$ cat config.mk
export PLATFORM = sky130hd
export DESIGN_NAME = serdes_frame_rx
export DESIGN_NICKNAME = d
export VERILOG_FILES = /design/src/rtl/serdes_pkg.sv /design/src/rtl/serdes_frame_rx.sv
export SDC_FILE = /design/constraint.sdc
export NUM_CORES = 1
export LEC_CHECK = 0
export CORE_ASPECT_RATIO = 0.7
export CORE_MARGIN = 5
export CORE_UTILIZATION = 52
export CTS_BUF_LIST = sky130_fd_sc_hd__clkbuf_4
export DETAILED_ROUTE_END_ITERATION = 10
export PLACE_DENSITY = 0.86
export SYNTH_ARGS = -nofsm -noshare
export SYNTH_HDL_FRONTEND = slang
export SYNTH_SLANG_ARGS = --single-unit
$ cat constraint.sdc
create_clock -name clk -period 2.1 [get_ports clk]
set_input_delay 0.42 -clock clk [delete_from_list [all_inputs] [get_ports clk]]
set_output_delay 0.42 -clock clk [all_outputs]
set_load 0.05 [all_outputs]
$ cat src/rtl/serdes_pkg.sv
// Shared types and constants for the serial frame receiver.
package serdes_pkg;

    // Receiver framing states
    typedef enum logic [1:0] {
        ST_HUNT   = 2'd0,
        ST_VERIFY = 2'd1,
        ST_LOCKED = 2'd2
    } rx_state_t;

    // 8 data bits followed by one even-parity bit
    localparam int FRAME_BITS = 9;

    // Default alignment byte
    localparam logic [7:0] SYNC_DEFAULT = 8'hA5;

    // Even parity bit for a data byte: makes the total number of ones even
    function automatic logic even_par(input logic [7:0] b);
        return ^b;
    endfunction

endpackage

$ cat src/rtl/serdes_frame_rx.sv
// Serial frame receiver: hunts for a sync word, confirms alignment, then
// delivers parity-checked 8-bit words and drops lock on repeated errors.
import serdes_pkg::*;

module serdes_frame_rx #(
    parameter logic [7:0] SYNC_WORD = SYNC_DEFAULT,
    parameter int         CONFIRM   = 2,
    parameter int         ERR_LIMIT = 4
) (
    input  logic       clk,
    input  logic       rst_n,
    input  logic       ser_in,
    input  logic       ser_en,
    output logic [7:0] data_out,
    output logic       data_valid,
    output logic       sync_seen,
    output logic       par_err,
    output logic       locked,
    output logic [7:0] err_cnt
);

    localparam logic [8:0] SYNC_FRAME = {SYNC_WORD, even_par(SYNC_WORD)};
    localparam logic [3:0] LAST_BIT   = 4'(FRAME_BITS - 1);
    // Sync frames still needed in VERIFY once the hunt match has counted as one
    localparam logic [2:0] VERIFY_SYNCS = 3'(CONFIRM - 1);
    localparam logic [3:0] ERR_LIMIT_W  = 4'(ERR_LIMIT);

    rx_state_t  state;
    logic [8:0] sr;
    logic [3:0] bit_cnt;
    logic [2:0] conf_cnt;
    logic [3:0] err_run;

    logic [8:0] sr_next;
    logic       frame_done;
    logic       par_ok;
    logic       is_sync_frame;

    // Next shift value and frame qualifiers, all judged on the incoming bit
    always_comb begin
        sr_next       = {sr[7:0], ser_in};
        frame_done    = ser_en && (bit_cnt == LAST_BIT);
        par_ok        = (even_par(sr_next[8:1]) == sr_next[0]);
        is_sync_frame = (sr_next == SYNC_FRAME);
    end

    // Framing FSM with shift register, counters and registered outputs
    always_ff @(posedge clk or negedge rst_n) begin
        if (!rst_n) begin
            state      <= ST_HUNT;
            sr         <= '0;
            bit_cnt    <= '0;
            conf_cnt   <= '0;
            err_run    <= '0;
            data_out   <= 8'h00;
            data_valid <= 1'b0;
            sync_seen  <= 1'b0;
            par_err    <= 1'b0;
            locked     <= 1'b0;
            err_cnt    <= 8'h00;
        end else begin
            data_valid <= 1'b0;
            sync_seen  <= 1'b0;
            par_err    <= 1'b0;
            if (ser_en) begin
                sr      <= sr_next;
                bit_cnt <= (bit_cnt == LAST_BIT) ? 4'd0 : bit_cnt + 4'd1;
                case (state)
                    ST_HUNT: begin
                        // Match on the bit that completes the pattern; the next
                        // valid bit starts a fresh frame
                        if (is_sync_frame) begin
                            bit_cnt  <= '0;
                            conf_cnt <= '0;
                            if (CONFIRM == 1) begin
                                state   <= ST_LOCKED;
                                locked  <= 1'b1;
                                err_run <= '0;
                            end else begin
                                state <= ST_VERIFY;
                            end
                        end
                    end
                    ST_VERIFY: begin
                        if (frame_done) begin
                            if (is_sync_frame) begin
                                sync_seen <= 1'b1;
                                conf_cnt  <= conf_cnt + 3'd1;
                                if (conf_cnt + 3'd1 >= VERIFY_SYNCS) begin
                                    state   <= ST_LOCKED;
                                    locked  <= 1'b1;
                                    err_run <= '0;
                                end
                            end else begin
                                state <= ST_HUNT;
                            end
                        end
                    end
                    ST_LOCKED: begin
                        if (frame_done) begin
                            if (par_ok) begin
                                err_run <= '0;
                                if (sr_next[8:1] == SYNC_WORD) begin
                                    sync_seen <= 1'b1;
                                end else begin
                                    data_out   <= sr_next[8:1];
                                    data_valid <= 1'b1;
                                end
                            end else begin
                                par_err <= 1'b1;
                                if (err_cnt != 8'hFF) err_cnt <= err_cnt + 8'd1;
                                if (err_run + 4'd1 >= ERR_LIMIT_W) begin
                                    state   <= ST_HUNT;
                                    locked  <= 1'b0;
                                    err_run <= '0;
                                end else begin
                                    err_run <= err_run + 4'd1;
                                end
                            end
                        end
                    end
                    default: begin
                        state  <= ST_HUNT;
                        locked <= 1'b0;
                    end
                endcase
            end
        end
    end

endmodule
Yosys cells after proc, flatten, opt, wreduce, memory -nomap -nowiden
Index checks and enable logic that the tools add are counted.
{ "op_classes": {"n_addsub": 4, "eq_ne": 15, "bitwise": 3, "n_reduce_logical": 11, "magnitude_cmp": 2, "mux": 45} }
{ "ops": {"columns": ["operator", "count"], "rows": [
  ["$mux 4", 9],
  ["$mux 1", 21],
  ["$reduce_and 5->1", 3],
  ["$mux 2", 7],
  ["$ne 2x2->1 const B", 7],
  ["$eq 9x9->1 const B", 1],
  ["$mux 3", 3],
  ["$add 4x1->4 const B", 2],
  ["$add 8x1->8 const B", 1],
  ["$eq 8x8->1 const B", 1],
  ["$ne 8x8->1 const B", 1],
  ["$pmux 4 s2", 1],
  ["$reduce_and 8->1", 1],
  ["$reduce_xor 8->1", 1],
  ["$reduce_and 7->1", 1],
  ["$pmux 2 s3", 1],
  ["$pmux 3 s2", 1],
  ["$reduce_and 6->1", 1],
  ["$eq 4x4->1 const B", 1],
  ["$ge 4x3->1 const B", 1],
  ["$reduce_bool 2->1", 2],
  ["$add 3x1->3 const B", 1],
  ["$ge 3x1->1 const B", 1],
  ["$ne 3x3->1 const B", 1],
  ["other kinds (8)", 10]
]} }
{ "totals": {"register_bits": 41, "word_cells": 91} }

Depth between registers and ports, before layout
Gate-level depths: netlist of the first run.
{ "depth": {"word_depth": 6, "ltp_mapped": 8, "depth_no_buf": 7} }

Worst setup path after synthesis of the first run
Ideal clock, no wire load.
{ "synth_timing": {"kind": "reg-to-reg", "from": "register sr[4]", "to": "register data_out[0]", "arrival_ps": 2061, "setup_slack_ps": -86, "setup_time_ps": 125, "synth_period_minus_slack_ps": 2186, "path_stages_with_launch": 7, "cell_sequence": "dfrtp_1 inv_1 ha_1 xnor3_2 xnor2_2 nor3_4 mux2_2"} }
{ "synth_via": {"elab_chain_len": 3, "elab_cells_between_ends": 5} }
{ "synth_rtl": {"columns": ["item", "line_no", "text"], "rows": [
  ["start, declared", "serdes_frame_rx.sv:29", "logic [8:0] sr;"],
  ["start signal, assigned", "serdes_frame_rx.sv:66", "sr <= sr_next;"],
  ["$reduce_xor 8->1 or $eq 8x8->1 (tied branches)", "serdes_pkg.sv:19, serdes_frame_rx.sv:103", null],
  ["$eq 1x1->1 or $not 1->1 (tied branches)", null, null],
  ["$reduce_and 5->1 (no line) (*)", null, null],
  ["end signal, assigned", "serdes_frame_rx.sv:106", "data_out <= sr_next[8:1];"],
  ["end, declared", "serdes_frame_rx.sv:14", "output logic [7:0] data_out,"]
]} }
Mark *: on every way between the ends. The rest lies on a longest branch, timed or not.
A chain may end at the register's enable or synchronous reset.

Worst setup path in the final report of the first run
{ "layout_timing": {"from": "register sr[4]", "to": "register data_out[5]"} }
The elaborated chain is that of the path after synthesis.

==> flow_summary.yaml, run 1 <==
run_status:
  status: "complete, but fails checks"
  violations: "negative setup slack"
critical_path:
  worstSetupEndpointType: "register"
  required_ps: 2350
  startpoint_type: "register"
  cp_data_arrival_time_ps: 2420
  worstSetupPathType: "reg2reg"
  worst-path-max-fanout: 5
route:
  drtAntennaViolNets: 0
  wl_per_cell_um: 15.78
  drtIter0Drc: 136
  first_pass_iters: 4
  num_vias: 1683
  routed_wl_um: 4733
  avgViaCountPerCell: 5.610
  drc: 0
power_and_ir_drop:
  switching_share: 0.4191
  switchingPower_mw: 1.345
  ir_worst_vdd_uv: 1008
  report.power.total_mw: 3.209
  p_int_mw: 1.864
  seqPwrFrac: 0.347
  pwr-share-clk: 0.123
  leakagePower_nw: 1.384
  comb_power_share: 0.531
  pwr_density_cell_nw_per_um2: 1140
placement:
  gp_congestion: 0.7966
  dp_hpwl_um: 3199
  placedCellCount: 288
  pre_cts_slack_ps: -328.4
  port_buffers: 23
die:
  die_h_um: 64.03
  start_util: 0.5462
  die-area_um2: 5582
  row_count: 19
  die_w_um: 87.18
  io_pins: 24
  core-area_um2: 3970
final_layout:
  final_cells: 300
  final_nets: 264
  drive_gt1_frac: 0.2782
  num_antenna_cells: 0
  areaGrowthSynthToFinish_pct: 29.89
  final_common_cell: "dfrtp_1"
  layout_common_cells: "dfrtp_1, buf_4, clkdlybuf4s50_1"
timing:
  finalHoldViolations: 0
  fmax_mhz: 460.0
  drv_slew: 0
  worstMarginPinSlew_ps: 512.1
  post-route-period-util: 1.035
  relSlewSlack: 0.6576
  worst_slack_ps: -73.97
  rsz0062_at_grt: "yes"
  fin_skew_ps: 13.99
  timing.final.crit_period_ps: 2174
  setup_viol: 14
yosys:
  synthDistinctLibCells: 45
  synth_edf_count: 0
  synth_compound_area_frac: 0.09521
  syn_inst: 195
  ys_seq_area_frac: 0.4732
  synth-warning-count: 0
  synthMuxAreaShare: 0.09175
  async_flop_share: 1.000
  syn_avg_cell_area_um2: 11.12
  ys_ff_latch: 41
  synth_nets: 212
  synth_xor_xnor_area_share: 0.05078
  synthSimpleGateAreaFrac: 0.1795
  synthAdderAreaFrac: 0.07501
  ys.flop_type: "dfrtp_1"
  synth_top_family_by_area: "simple AND/OR/NAND/NOR gates"
  syn-cell-area_um2: 2168
clock_tree:
  cts_tree: "done"
  ctsHoldBuffers: 0
  numClockSinks: 41
  clk_latency_ps: 360
  cts-buffers-inserted: 5
  cts.root.buffer_cell: "clkbuf_4"
  cts.path.max_buffers: 2
  cts_max_level: 2
  clk_pin_slew_worst_paths_ps: 130
job:
  maxCapViolCount: 0
grt:
  grt_pass1_wl_um: 7983
  grt_max_degree: 42
  grt_use_total: 0.1821
  grt_overflow: 0
  grt_pass1_vias: 1673
  antenna_found_initial: 0
min_path:
  worstHoldPathType: "in2async"
==> layout make-up <==
class | instances | area, um^2
timing repair buffer | 51 | 447.9
multi-input combinational | 135 | 1174
clock buffer | 5 | 37.54
fill | 259 | 1154
tap | 52 | 65.06
sequential | 41 | 1026
clock inverter | 3 | 17.52
inverter | 13 | 48.80
==> cell usage after synthesis, types with 2 or more instances <==
library cell / n / share of area
a21boi_0: 2 / 0.0069
nor3_2: 2 / 0.0092
xor2_1: 7 / 0.028
ha_1: 13 / 0.075
buf_2: 3 / 0.0069
nor2_1: 7 / 0.012
nor4_1: 2 / 0.0058
nand4_1: 4 / 0.012
mux2_2: 15 / 0.078
a22o_1: 4 / 0.016
nand2b_1: 2 / 0.0058
a21oi_1: 4 / 0.0092
and4_1: 2 / 0.0081
mux2i_1: 3 / 0.014
inv_1: 13 / 0.023
nor3b_1: 2 / 0.0069
nor3_1: 3 / 0.0069
nand3_1: 6 / 0.014
or3_1: 2 / 0.0058
and3_1: 4 / 0.012
nand2_1: 12 / 0.021
and2_1: 2 / 0.0058
and2b_1: 2 / 0.0069
o21ai_0: 13 / 0.030
dfrtp_1: 41 / 0.47
clkbuf_1: 3 / 0.0052
a31oi_1: 4 / 0.012
==> path summary, 6_finish.rpt <==
| kind | slack, ps | from | cells past startpoint | endpoint |
|---|---|---|---|---|
| min in group clk | 520 | err_cnt[5] | 1 | err_cnt[5] |
| worst max register to register | -70 | sr[4] | 7 | data_out[5] |
| worst min register to register | 520 | err_cnt[5] | 1 | err_cnt[5] |
| worst max-delay path | -70 | sr[4] | 7 | data_out[5] |
| max in group asynchronous | 1650 | rst_n | 2 | err_cnt[7] |
| worst min-delay path | 100 | rst_n | 2 | data_out[2] |
==> routing by layer <==
metal  part of all wire  track usage
met1               0.48       0.2582
met2               0.46       0.2718
met4              0.015      0.06130
met3              0.051      0.04750
met5                  0            0
==> critical path, stage by stage, from the launching register on <==
cell	delay, ps
dfrtp_1	450
inv_2	100
ha_4	200
xnor3_2	440
xnor2_4	180
nor3_4	230
buf_6	160
mux2_4	300
==> metrics by stage <==
stage,TNS (ps),cell area [um^2],utilization,hold slack [ps]
5_1_grt,-1815,2816,0.7094,130.4
3_5_place_dp,-5962,2624,0.6609,495.5
3_3_place_gp,-5321,2624,0.6609,487.1
6_report,-699.1,2816,0.7094,95.69
2_1_floorplan,-377.8,2180,-,124.4
4_1_cts,-191.5,2720,0.6852,102.6
==> logic make-up (layout without fill, tap and decap cells) <==
| family | Yosys count | in the layout |
|---|---|---|
| compound gates | 33 | 33 |
| xor+xnor | 10 | 10 |
| fa+ha+maj | 13 | 13 |
| buf+inv | 19 | 72 |
| flops | 41 | 41 |
| mux | 18 | 18 |
| simple gates | 61 | 61 |
==> repair_timing <==
item / CTS / global route
pin swaps: 1 / 8
setup buffers: 1 / 3
resized for setup: 8 / 17
endpoints found under the setup margin: 12 / 23
==> sequential cells by signal, indices dropped and copies added (netlist names) <==
register	flops
sr	8
err_run	4
sync_seen	1
par_err	1
err_cnt	8
data_valid	1
conf_cnt	3
state	2
bit_cnt	4
data_out	8
locked	1
==> power groups by stage <==
stage / registers, mW / clock network [mW] / logic (mW)
floorplan: 1.45 / 0 / 0.651
global placement: 1.11 / 0 / 1.51
detailed placement: 1.12 / 0 / 1.54
CTS: 1.10 / 0.403 / 1.61
global route: 1.14 / 0.438 / 1.82
finish: 1.11 / 0.394 / 1.70
(Power assumes the default switching activity.)
==> inputs of run 2 (changes only) <==
--- a/config.mk
+++ b/config.mk
@@ -6,9 +6,9 @@
 export NUM_CORES = 1
 export LEC_CHECK = 0
 export CORE_ASPECT_RATIO = 0.7
-export CORE_MARGIN = 5
 export CORE_UTILIZATION = 52
 export CTS_BUF_LIST = sky130_fd_sc_hd__clkbuf_4
+export CTS_CLUSTER_SIZE = 20
 export DETAILED_ROUTE_END_ITERATION = 10
 export PLACE_DENSITY = 0.86
 export SYNTH_ARGS = -nofsm -noshare
==> flow_summary.yaml, run 2 (synthesis gave the netlist of run 1 again) <==
grt:
  grt_pass1_wl_um: 7859
  grt_pass1_vias: 1632
  antenna_found_initial: 0
  grt_max_degree: 22
  grt_use_total: 0.2330
  grt_overflow: 0
die:
  die_h_um: 56.03
  die_w_um: 79.18
  core-area_um2: 3946
  row_count: 19
  die-area_um2: 4436
  io_pins: 24
  start_util: 0.5495
route:
  drtAntennaViolNets: 0
  drc: 0
  avgViaCountPerCell: 5.569
  drtIter0Drc: 139
  num_vias: 1665
  first_pass_iters: 4
  routed_wl_um: 4909
  wl_per_cell_um: 16.42
run_status:
  status: "complete, but fails checks"
  violations: "negative setup slack"
critical_path:
  r2r-start: "sr[3]"
  worstReg2RegEnd: "data_out[3]"
  worst-path-max-fanout: 9
  startpoint_type: "register"
  worstSetupEndpointType: "register"
  rrSetupSlack_ps: -20
  required_ps: 2370
  crit_end: "data_out[3]"
  reg2regPathDepth: 7
  worstSetupPathType: "reg2reg"
  cp_data_arrival_time_ps: 2380
  worstSetupStartpoint: "sr[3]"
power_and_ir_drop:
  ir_worst_vdd_uv: 916.3
  report.power.total_mw: 3.189
  pwr_density_cell_nw_per_um2: 1130
  leakagePower_nw: 1.421
final_layout:
  areaGrowthSynthToFinish_pct: 30.18
  drive_gt1_frac: 0.2794
  layout_common_cells: "dfrtp_1, buf_4, clkdlybuf4s50_1"
  final_common_cell: "dfrtp_1"
  num_antenna_cells: 0
  final_cell_area_um2: 2823
  final_nets: 263
  final_cells: 299
  largestRegisters: "data_out: 8 flops, err_cnt: 8 flops, sr: 8 flops"
min_path:
  hp-start: "err_cnt[5]"
  worstHoldPathType: "reg2reg"
clock_tree:
  cts.path.max_buffers: 2
  cts_tree: "done"
  numClockSinks: 41
  clk_latency_ps: 370
  clk_pin_slew_worst_paths_ps: 140
  cts.root.buffer_cell: "clkbuf_4"
  cts-buffers-inserted: 5
  cts_max_level: 2
timing:
  fin_skew_ps: 9.019
  timing.final.crit_period_ps: 2116
  worstMarginPinSlew_ps: 507.2
  setup_viol: 3
  rsz0062_at_grt: "yes"
  finalHoldViolations: 0
  relSlewSlack: 0.6613
  fmax_mhz: 472.5
  drv_slew: 0
  post-route-period-util: 1.008
  worst_slack_ps: -16.44
  setup_tns_ps: -27.64
placement:
  pre_cts_slack_ps: -335.9
  dp_hpwl_um: 3406
  place_area_um2: 2641
  port_buffers: 23
  placedCellCount: 287
  gp_congestion: 0.8766
job:
  maxCapViolCount: 0
## run 2: report_power, final
part | internal, mW | switching [mW] | total, mW
clock network | 0.137 | 0.300 | 0.437
registers | 0.966 | 0.145 | 1.11
logic | 0.722 | 0.919 | 1.64
total | 1.83 | 1.36 | 3.19
## run 2: worst max-delay path: stages, from the launching register on
cell and delay, ps:
dfrtp_1 430, inv_2 90, ha_4 190, xnor3_2 440, xnor2_4 170, nor3_4 210
buf_12 160, mux2_2 330
## run 2: timing repair
item                                    4_1_cts  5_1_grt
endpoints found under the setup margin       10       25
buffers inserted                              0        3
hold buffers                                  1        0
pin swaps                                     0        3
gates resized for setup                       4       18
hold endpoints to repair                     12        0
## run 2: cell type report
| type | instances | area [um^2] |
|---|---|---|
| Timing Repair Buffer | 50 | 467.9 |
| Inverter | 13 | 48.80 |
| Clock inverter | 3 | 25.02 |
| Sequential cell | 41 | 1026 |
| Multi-Input combinational cell | 135 | 1152 |
| Clock buffer | 5 | 37.54 |
| Tap cell | 52 | 65.06 |
| Fill cell | 294 | 1124 |
## run 2: how the worst min path moves through the flow
stage / depth (start not counted) / to / slack [ps]
final: 1 / err_cnt[5] / 500
after global routing: 1 / err_cnt[5] / 530
after CTS: 1 / err_cnt[5] / 500
after detailed placement: 1 / bit_cnt[0] / 410
after global placement: 1 / bit_cnt[0] / 410
after floorplan: 0 / bit_cnt[0] / 120
## run 2: stage by stage
step                hold WS (ps)    util
global placement           409.1  0.6693
global route               534.0  0.7153
finish                     502.5  0.7153
CTS                        504.3  0.6937
detailed placement         412.4  0.6693
floorplan                  124.4       -
## run 2: metal layers
metal,up-vias,global-route usage,part of all wire
met3,8,0.07049,0.048
met5,-,0,0
met2,43,0.3387,0.46
met1,810,0.3502,0.48
li1,804,-,-
met4,0,0.03377,0.016
==> inputs of run 3 (changes only) <==
--- a/config.mk
+++ b/config.mk
@@ -6,11 +6,11 @@
 export NUM_CORES = 1
 export LEC_CHECK = 0
 export CORE_ASPECT_RATIO = 0.7
-export CORE_UTILIZATION = 52
+export CORE_UTILIZATION = 49
 export CTS_BUF_LIST = sky130_fd_sc_hd__clkbuf_4
 export CTS_CLUSTER_SIZE = 20
 export DETAILED_ROUTE_END_ITERATION = 10
-export PLACE_DENSITY = 0.86
+export PLACE_DENSITY = 0.83
 export SYNTH_ARGS = -nofsm -noshare
 export SYNTH_HDL_FRONTEND = slang
 export SYNTH_SLANG_ARGS = --single-unit
==> flow_summary.yaml, run 3 (synthesis gave the netlist of run 1 again) <==
timing:
  finalHoldViolations: 0
  post-route-period-util: 0.9997
  setup_tns_ps: 0
  fmax_mhz: 476.3
  fin_skew_ps: 11.16
  drv_slew: 0
  timing.final.crit_period_ps: 2099
  setup_viol: 0
  relSlewSlack: 0.6253
  whs_ps: 104.5
  worstMarginPinSlew_ps: 556.9
  rsz0062_at_grt: "yes"
placement:
  placedCellCount: 286
  port_buffers: 23
  gp_congestion: 0.8847
  place_area_um2: 2621
  dp_hpwl_um: 3327
die:
  row_count: 19
  die-area_um2: 4699
  io_pins: 24
  start_util: 0.5303
  die_w_um: 81.51
  die_h_um: 57.66
  core-area_um2: 4089
clock_tree:
  cts_max_level: 2
  clk_pin_slew_worst_paths_ps: 120
  numClockSinks: 41
  cts.root.buffer_cell: "clkbuf_4"
  cts.path.max_buffers: 2
  cts-buffers-inserted: 5
  cts_tree: "done"
  clk_latency_ps: 360
grt:
  grt_pass1_wl_um: 7845
  grt_overflow: 0
  grt_max_degree: 42
  grt_pass1_vias: 1617
  antenna_found_initial: 0
  grt_use_total: 0.2268
critical_path:
  critPathMaxStageDelay_ps: 430
  cp_num_buf_inv: 2
  cp_data_arrival_time_ps: 2350
  startpoint_type: "register"
  worstReg2RegEnd: "data_out[2]"
  critical_path_depth: 7
  rrSetupSlack_ps: 0.7
  r2r-start: "sr[3]"
  required_ps: 2350
  cp_top_family: "XOR/XNOR gates"
  crit_path_top_delay_cell: "xnor3_2"
  reg2regPathDepth: 7
  worst-path-max-fanout: 9
  worstSetupPathType: "reg2reg"
  cp_cell_sequence: "inv_2, ha_4, xnor3_2, xnor2_4, nor3_4, buf_12, mux2_2"
  worstSetupEndpointType: "register"
final_layout:
  final_common_cell: "dfrtp_1"
  final_util: 0.6744
  drive_gt1_frac: 0.2664
  areaGrowthSynthToFinish_pct: 27.18
  layout_common_cells: "dfrtp_1, buf_4, clkdlybuf4s50_1"
  final_cells: 296
  final_cell_area_um2: 2758
  num_antenna_cells: 0
  largestRegisters: "data_out: 8 flops, err_cnt: 8 flops, sr: 8 flops"
  nFillCells: 317
  final_nets: 260
route:
  wl_per_cell_um: 15.93
  drtAntennaViolNets: 0
  first_pass_iters: 4
  drtIter0Drc: 126
  num_vias: 1639
  avgViaCountPerCell: 5.537
  drc: 0
  routed_wl_um: 4716
power_and_ir_drop:
  p_int_mw: 1.791
  comb_power_share: 0.513
  ir_worst_vdd_uv: 850.5
  switching_share: 0.4244
  pwr_density_cell_nw_per_um2: 1129
  pwr-share-clk: 0.131
  leakagePower_nw: 1.381
  seqPwrFrac: 0.356
  switchingPower_mw: 1.321
min_path:
  worstHoldPathType: "in2async"
run_status:
  status: "finished, final reports clean"
job:
  maxCapViolCount: 0
==> run 3: area by class of cell <==
class,count,area (um^2),area share
multi-input cells,135,1127,0.4088
flip-flops and latches,41,1026,0.3721
repair buffers,47,430.4,0.1561
well taps,52,65.06,0.02359
inverters,13,48.80,0.01770
clock buffers,5,37.54,0.01361
clock inverters,3,22.52,0.008167
==> run 3: repair_timing <==
action | CTS | global route
resized for setup | 5 | 10
setup endpoints to repair | 12 | 22
buffers inserted | 1 | 1
pin swaps | 2 | 2
hold buffers | 0 | 0
endpoints found under the hold margin | 0 | 0
==> run 3: how the worst max path moves through the flow <==
stage	startpoint	end	slack [ps]
6_report	sr[3]	data_out[2]	0.7
5_1_grt	sr[3]	err_cnt[4]	-60
4_1_cts	sr[2]	data_out[3]	5
3_5_place_dp	ser_in	data_out[3]	-320
3_3_place_gp	ser_in	data_out[0]	-280
2_1_floorplan	sr[3]	data_out[0]	-50
==> run 3: power by group through the flow <==
stage / clock network, mW / logic (mW) / registers (mW)
after floorplan: 0 / 0.651 / 1.45
after global placement: 0 / 1.48 / 1.11
after detailed placement: 0 / 1.52 / 1.12
after CTS: 0.426 / 1.55 / 1.11
after global routing: 0.458 / 1.70 / 1.13
final: 0.407 / 1.60 / 1.11
==> run 3: through the flow <==
step	power, mW	setup slack (ps)
2_1_floorplan	2.103	-47.22
3_3_place_gp	2.592	-279.5
3_5_place_dp	2.638	-323.6
4_1_cts	3.090	5.421
5_1_grt	3.289	-58.69
6_report	3.112	0.6672
==> run 3: layer usage <==
metal,share of wire,track usage
met1,0.47,0.3309
met2,0.46,0.3345
met3,0.062,0.07559
met4,0.0040,0.03827
met5,0,0
==> run 3: worst register-to-register path: stages, from the launching register on <==
cell	delay, ps
dfrtp_1	420
inv_2	90
ha_4	200
xnor3_2	430
xnor2_4	170
nor3_4	210
buf_12	150
mux2_2	330
